--- config.mk ---
export PLATFORM = sky130hd
export DESIGN_NAME = cpu_core
export DESIGN_NICKNAME = d
export VERILOG_FILES = /design/src/rtl/cpu_core.sv
export SDC_FILE = /design/constraint.sdc
export NUM_CORES = 2
export LEC_CHECK = 0
export BUFFER_PORTS_ARGS = -buffer_cell sky130_fd_sc_hd__buf_4
export CORE_ASPECT_RATIO = 0.8
export CORE_MARGIN = 3
export CORE_UTILIZATION = 25
export DETAILED_ROUTE_END_ITERATION = 10
export PLACE_DENSITY_LB_ADDON = 0.12
export SLEW_MARGIN = 0
export SYNTH_ARGS = -nofsm -noshare
export SYNTH_HDL_FRONTEND = slang
export SYNTH_SLANG_ARGS = --single-unit
--- constraint.sdc ---
create_clock -name clk -period 11.66 [get_ports clk]
set_input_delay 1.749 -clock clk [delete_from_list [all_inputs] [get_ports clk]]
set_output_delay 1.749 -clock clk [all_outputs]
set_load 0.03 [all_outputs]
--- src/rtl/cpu_core.sv ---
// cpu_core: small accumulator-free load/store core with a two-state sequencer.
//   EXEC executes the instruction presented on q, which is the RAM word
//   at the current address. MEM is the second cycle of a memory op: it
//   writes back load data (or ends a store) and resumes at the saved
//   return address.
// Ports:
//   clk, reset    - rising-edge clock, asynchronous active-high reset
//   q             - RAM read data for the currently driven address
//   data          - RAM write data (registered)
//   address       - RAM address (registered)
//   wren          - RAM write enable (registered, high in MEM of stores)
//   stall         - freezes every register and output while high
//   irq, irq_num  - level interrupt request and its vector number
//   irq_ack       - high during the cycle an interrupt is taken
//   status        - {5'b0, in_handler, ie, carry}
module cpu_core #(
  parameter int          DW       = 32,
  parameter int          AW       = 16,
  parameter int          NREG     = 16,
  parameter logic [63:0] RESET_PC = 64'h0,
  parameter logic [63:0] IRQ_BASE = 64'hFF00
) (
  input  logic          clk,
  input  logic          reset,
  input  logic [DW-1:0] q,
  output logic [DW-1:0] data,
  output logic [AW-1:0] address,
  output logic          wren,
  input  logic          stall,
  input  logic          irq,
  input  logic [7:0]    irq_num,
  output logic          irq_ack,
  output logic [7:0]    status
);
  localparam int RW = $clog2(NREG);

  localparam logic [0:0] S_EXEC = 1'b0;
  localparam logic [0:0] S_MEM  = 1'b1;

  localparam logic [7:0] OP_LOAD     = 8'h01;
  localparam logic [7:0] OP_STORE    = 8'h02;
  localparam logic [7:0] OP_LOADI    = 8'h03;
  localparam logic [7:0] OP_STORI    = 8'h04;
  localparam logic [7:0] OP_LOADLI   = 8'h05;
  localparam logic [7:0] OP_LOADHI   = 8'h06;
  localparam logic [7:0] OP_LOADLISE = 8'h07;
  localparam logic [7:0] OP_JUMPZ    = 8'h08;
  localparam logic [7:0] OP_JUMPNZ   = 8'h09;
  localparam logic [7:0] OP_JUMPLT   = 8'h0A;
  localparam logic [7:0] OP_JUMPGTE  = 8'h0B;
  localparam logic [7:0] OP_MOV      = 8'h0C;
  localparam logic [7:0] OP_AND      = 8'h0D;
  localparam logic [7:0] OP_OR       = 8'h0E;
  localparam logic [7:0] OP_XOR      = 8'h0F;
  localparam logic [7:0] OP_ADD      = 8'h10;
  localparam logic [7:0] OP_ADDC     = 8'h11;
  localparam logic [7:0] OP_SUB      = 8'h12;
  localparam logic [7:0] OP_MUL      = 8'h13;
  localparam logic [7:0] OP_READSTAT = 8'h16;
  localparam logic [7:0] OP_RETI     = 8'h17;
  localparam logic [7:0] OP_EI       = 8'h18;
  localparam logic [7:0] OP_DI       = 8'h19;

  logic [DW-1:0] rf [NREG];

  logic [0:0]    state, n_state;
  logic [AW-1:0] n_address, epc, n_epc, ret, n_ret;
  logic [DW-1:0] n_data;
  logic          n_wren, carry, n_carry, ie, n_ie, inh, n_inh;
  logic          ld_pend, n_ld_pend;
  logic [RW-1:0] ld_dst, n_ld_dst;

  // decode
  logic [7:0]      op;
  logic [RW-1:0]   r1, r2, r3;
  logic [15:0]     imm;
  logic [DW-1:0]   a, b, c, simm;
  logic [2*DW-1:0] prod;
  logic [AW-1:0]   addr_inc, jmp_tgt, vec;
  logic            take_irq;

  assign op   = q[31:24];
  assign r1   = q[16 +: RW];
  assign r2   = q[8 +: RW];
  assign r3   = q[0 +: RW];
  assign imm  = q[15:0];
  assign a    = rf[r1];
  assign b    = rf[r2];
  assign c    = rf[r3];
  assign simm = {{(DW-16){imm[15]}}, imm};
  assign prod = {{DW{1'b0}}, a} * {{DW{1'b0}}, b};

  assign addr_inc = address + AW'(1);
  assign jmp_tgt  = address + AW'(simm);
  assign vec      = AW'(IRQ_BASE + {56'd0, irq_num});

  assign status   = {5'b0, inh, ie, carry};
  assign take_irq = (state == S_EXEC) && irq && ie;
  // stall wins over interrupt entry; reset masks the combinational pulse
  assign irq_ack  = take_irq && !stall && !reset;

  // register-file write ports: port 0 general, port 1 only for MUL high half
  logic          we0, we1;
  logic [RW-1:0] wa0, wa1;
  logic [DW-1:0] wd0, wd1;

  always_comb begin
    n_state   = state;
    n_address = address;
    n_data    = data;
    n_wren    = wren;
    n_carry   = carry;
    n_ie      = ie;
    n_inh     = inh;
    n_epc     = epc;
    n_ret     = ret;
    n_ld_pend = ld_pend;
    n_ld_dst  = ld_dst;
    we0       = 1'b0;
    wa0       = r3;
    wd0       = '0;
    we1       = 1'b0;
    wa1       = r3 + RW'(1);
    wd1       = prod[2*DW-1:DW];

    if (state == S_MEM) begin
      if (ld_pend) begin
        we0 = 1'b1;
        wa0 = ld_dst;
        wd0 = q;
      end
      n_wren    = 1'b0;
      n_address = ret;
      n_state   = S_EXEC;
    end else if (take_irq) begin
      // instruction on q is dropped; it is refetched after RETI
      n_epc     = address;
      n_ie      = 1'b0;
      n_inh     = 1'b1;
      n_address = vec;
    end else begin
      n_address = addr_inc;
      case (op)
        OP_LOADLI: begin
          we0 = 1'b1; wa0 = r1; wd0 = {a[DW-1:16], imm};
        end
        OP_LOADHI: begin
          we0 = 1'b1; wa0 = r1; wd0 = a; wd0[31:16] = imm;
        end
        OP_LOADLISE: begin
          we0 = 1'b1; wa0 = r1; wd0 = simm;
        end
        OP_MOV: begin
          we0 = 1'b1; wa0 = r2; wd0 = a;
        end
        OP_AND: begin we0 = 1'b1; wd0 = a & b; end
        OP_OR:  begin we0 = 1'b1; wd0 = a | b; end
        OP_XOR: begin we0 = 1'b1; wd0 = a ^ b; end
        OP_ADD: begin
          we0 = 1'b1; {n_carry, wd0} = {1'b0, a} + {1'b0, b};
        end
        OP_ADDC: begin
          we0 = 1'b1;
          {n_carry, wd0} = {1'b0, a} + {1'b0, b} + {{DW{1'b0}}, carry};
        end
        OP_SUB: begin we0 = 1'b1; wd0 = a - b; end
        OP_MUL: begin
          we0 = 1'b1; wd0 = prod[DW-1:0]; we1 = 1'b1;
        end
        OP_READSTAT: begin
          we0 = 1'b1; wa0 = r1; wd0 = {{(DW-8){1'b0}}, status};
        end
        OP_JUMPZ:   if (a == '0)    n_address = jmp_tgt;
        OP_JUMPNZ:  if (a != '0)    n_address = jmp_tgt;
        OP_JUMPLT:  if (a[DW-1])    n_address = jmp_tgt;
        OP_JUMPGTE: if (!a[DW-1])   n_address = jmp_tgt;
        OP_LOAD, OP_STORE, OP_LOADI, OP_STORI: begin
          n_ret     = addr_inc;
          n_state   = S_MEM;
          n_address = (op == OP_LOADI || op == OP_STORI) ? AW'(imm) : AW'(a + b);
          n_ld_pend = (op == OP_LOAD || op == OP_LOADI);
          n_ld_dst  = (op == OP_LOAD) ? r3 : r1;
          if (op == OP_STORE) begin n_wren = 1'b1; n_data = c; end
          if (op == OP_STORI) begin n_wren = 1'b1; n_data = a; end
        end
        OP_RETI: begin
          n_address = epc; n_ie = 1'b1; n_inh = 1'b0;
        end
        OP_EI:   n_ie = 1'b1;
        OP_DI:   n_ie = 1'b0;
        default: ;
      endcase
    end
  end

  always_ff @(posedge clk or posedge reset)
    if (reset) begin
      state   <= S_EXEC;
      address <= AW'(RESET_PC);
      data    <= '0;
      wren    <= 1'b0;
      carry   <= 1'b0;
      ie      <= 1'b0;
      inh     <= 1'b0;
      epc     <= AW'(RESET_PC);
      ret     <= '0;
      ld_pend <= 1'b0;
      ld_dst  <= '0;
    end else if (!stall) begin
      state   <= n_state;
      address <= n_address;
      data    <= n_data;
      wren    <= n_wren;
      carry   <= n_carry;
      ie      <= n_ie;
      inh     <= n_inh;
      epc     <= n_epc;
      ret     <= n_ret;
      ld_pend <= n_ld_pend;
      ld_dst  <= n_ld_dst;
    end

  // register file keeps its contents across reset
  always_ff @(posedge clk)
    if (!stall && !reset) begin
      if (we1) rf[wa1] <= wd1;
      if (we0) rf[wa0] <= wd0;
    end

endmodule
==> impl_metrics.tcl <==
set metrics [dict create \
    critPathKind "in2reg" \
    ant_nets 0 \
    drt_iter0_drc 7740 \
    tightestPinTransition_ps 1310 \
    synth-seq-area-share 0.2272 \
    fin_hold_ws_ps 508.5 \
    grt_use_total 0.2481 \
    drive_gt1_frac 0.2073 \
    die_w_um 628.9 \
    crit_path_top_delay_cell "fa_1" \
    synth_top_area_cell "fa_1" \
    antenna_found_initial 28 \
    maxCapViolations 0 \
    yosysTopAreaCellShare 0.2320 \
    critPathRequiredTime_ps 12040 \
    root_buffer "clkbuf_16" \
    clock.fmax_ghz 0.08677 \
    status "complete, no violations" \
    synthDistinctLibCells 87 \
    cp-end-kind "flip-flop" \
    clkSinkCount 602 \
    grt-ovfl-total 0 \
    fin_nets 9572 \
    hold_buffers 0 \
    clk_pin_slew_ps 60 \
    synth_edf_count 512 \
    finalSetupTns_ps 0 \
    slowest_delay_ps 610 \
    area_delta_synth_final_pct 19.41 \
    fin_skew_ps 58.27 \
    postPlaceCellArea_um2 90290 \
    first_pass_iters 6 \
    cts_tree "done" \
    finalCriticalPeriod_ps 11520 \
    final_cell_area_um2 92650 \
    chipHeight_um 504.3 \
    finalHoldViolations 0 \
    insertion_delay_ps 690 \
    cp.arrival_ps 11900 \
    syn-cell-area_um2 77590 \
    cts_buffers 70 \
    synth_ff_type "edfxtp_1" \
    pin_count 102 \
    dp_hpwl_um 305800 \
    crit_fanout 21 \
    numPortBuffers 96 \
    fin_util 0.3007 \
    place.gp.congestion 0.9515 \
    grt_max_degree 63 \
    min_period_over_period 0.9884 \
    relSlewSlack 0.1235 \
    cp_common_cell "fa_1" \
    synth.avg_cell_area_um2 9.964 \
    netlist_top_cells_area "fa_1 (23%), edfxtp_1 (20%), mux4_2 (13%), ha_1 (6.1%), nand2_1 (5.4%)" \
    hold_path.class "reg2reg" \
    initial_utilization 0.2518 \
    rows 182 \
    routed_via_density 5.310 \
    htreeDepth 3 \
    async_flop_share 0.1495 \
    vias 66157 \
    finalMaxSlewViolations 0 \
    synth-seq-cells 602 \
    cpLargestDelayFamily "adder cells" \
    coreArea_um2 308100 \
    die_area_um2 317100 \
    critPathLaunchType "primary input" \
    drc 0 \
    ys_warn_count 0 \
    path_buf_inv 8 \
    wl_per_cell_um 32.36 \
    grt_pass1_wl_um 552300 \
    synth_cells 7787 \
    cts_buffer_depth 3 \
    wl_um 403300 \
    grt_pass1_vias 65893 \
    setup_viol 0 \
]
==> cells in the final DEF, fill, tap and decap left out, types with 158 or more instances in the layout <==
| cell type | netlist | layout |
|---|---|---|
| edfxtp_1 | 512 | 512 |
| inv_1 | 1012 | 1010 |
| o21ai_0 | 468 | 442 |
| buf_4 | 8 | 808 |
| mux2i_1 | 241 | 240 |
| nor2_1 | 633 | 617 |
| nand2_1 | 1113 | 1100 |
| a21oi_1 | 328 | 325 |
| buf_12 | 0 | 158 |
| ha_1 | 376 | 375 |
| fa_1 | 899 | 899 |
| mux4_2 | 447 | 447 |
==> cell type report <==
| class | instances | area (um^2) |
|---|---|---|
| Inverter | 1038 | 3904 |
| Clock buffer | 96 | 1871 |
| Multi-Input combinational cell | 5565 | 54340 |
| Antenna cell | 12 | 30.03 |
| Fill cell | 32033 | 215500 |
| Tap cell | 4140 | 5180 |
| Timing Repair Buffer | 976 | 9409 |
| Clock inverter | 31 | 286.5 |
| Sequential cell | 602 | 17630 |
==> sequential cells by signal, summed over array words and instances, names as in the netlist, 4 cells and up <==
name and cells:
address 16, ld_dst 4, epc 16, rf 512
ret 16, data 32
==> through the flow <==
step           setup WS [ps]  instances
2_1_floorplan          17.34       7791
3_3_place_gp          -965.7      12319
3_5_place_dp          -861.3      12319
4_1_cts                46.63      12446
5_1_grt               -22.67      12450
6_report               135.1      12460
==> per-layer routing <==
metal	GRT usage	up-vias	share of wire
met1	0.3789	34919	0.47
met4	0.06190	4	0.030
met2	0.3530	3261	0.41
met5	0	-	0.000089
met3	0.04945	428	0.088
li1	-	27545	-
==> synth_stat cells, types with 59 or more instances <==
cell type / count
mux4_2: 447
clkbuf_1: 472
nor3_1: 116
nand3_1: 63
fa_1: 899
edfxtp_1: 512
inv_1: 1012
mux2_2: 59
ha_1: 376
a21oi_1: 328
dfrtp_1: 90
xnor2_1: 105
buf_1: 67
o21ai_0: 468
mux2i_1: 241
a221oi_1: 62
nand2_1: 1113
nor2_1: 633
==> final timing paths <==
kind | start | end | slack (ps) | cells after the start
setup / recovery | q[9] | rf[10][20] | 140 | 31
hold / removal | ret[1] | ret[1] | 510 | 1
setup reg to reg | rf[3][16] | rf[10][20] | 1300 | 29
hold reg to reg | ret[1] | ret[1] | 510 | 1
max in group asynchronous | reset | address[9] | 9510 | 3
min in group asynchronous | reset | ld_dst[1] | 1110 | 2
==> worst register-to-register path, delay by kind of cell, from the launching register on <==
| kind | cells | cell delay, ps |
|---|---|---|
| adder cells (fa/ha/maj) | 10 | 4680 |
| AO/OA/AOI/OAI | 10 | 2630 |
| multiplexers | 2 | 760 |
| flip-flops | 1 | 440 |
| buffers and inverters | 6 | 1090 |
| XOR/XNOR | 1 | 500 |
==> cells by family after synthesis <==
family,share of synthesized area
xor+xnor,0.01693
buf+inv,0.08071
flops,0.2272
simple gates,0.1137
other cells,0.00004833
mux,0.1699
compound gates,0.09898
fa+ha+maj,0.2926
==> repair_timing <==
item | in CTS | in global routing
setup endpoints to repair | 104 | 171
pin swaps | 0 | 4
setup buffers | 0 | 0
gates resized for setup | 3 | 22
gates cloned | 0 | 2
Power is not shown: default switching activity piles up to over one toggle a cycle in this logic, so the estimate is an artifact.
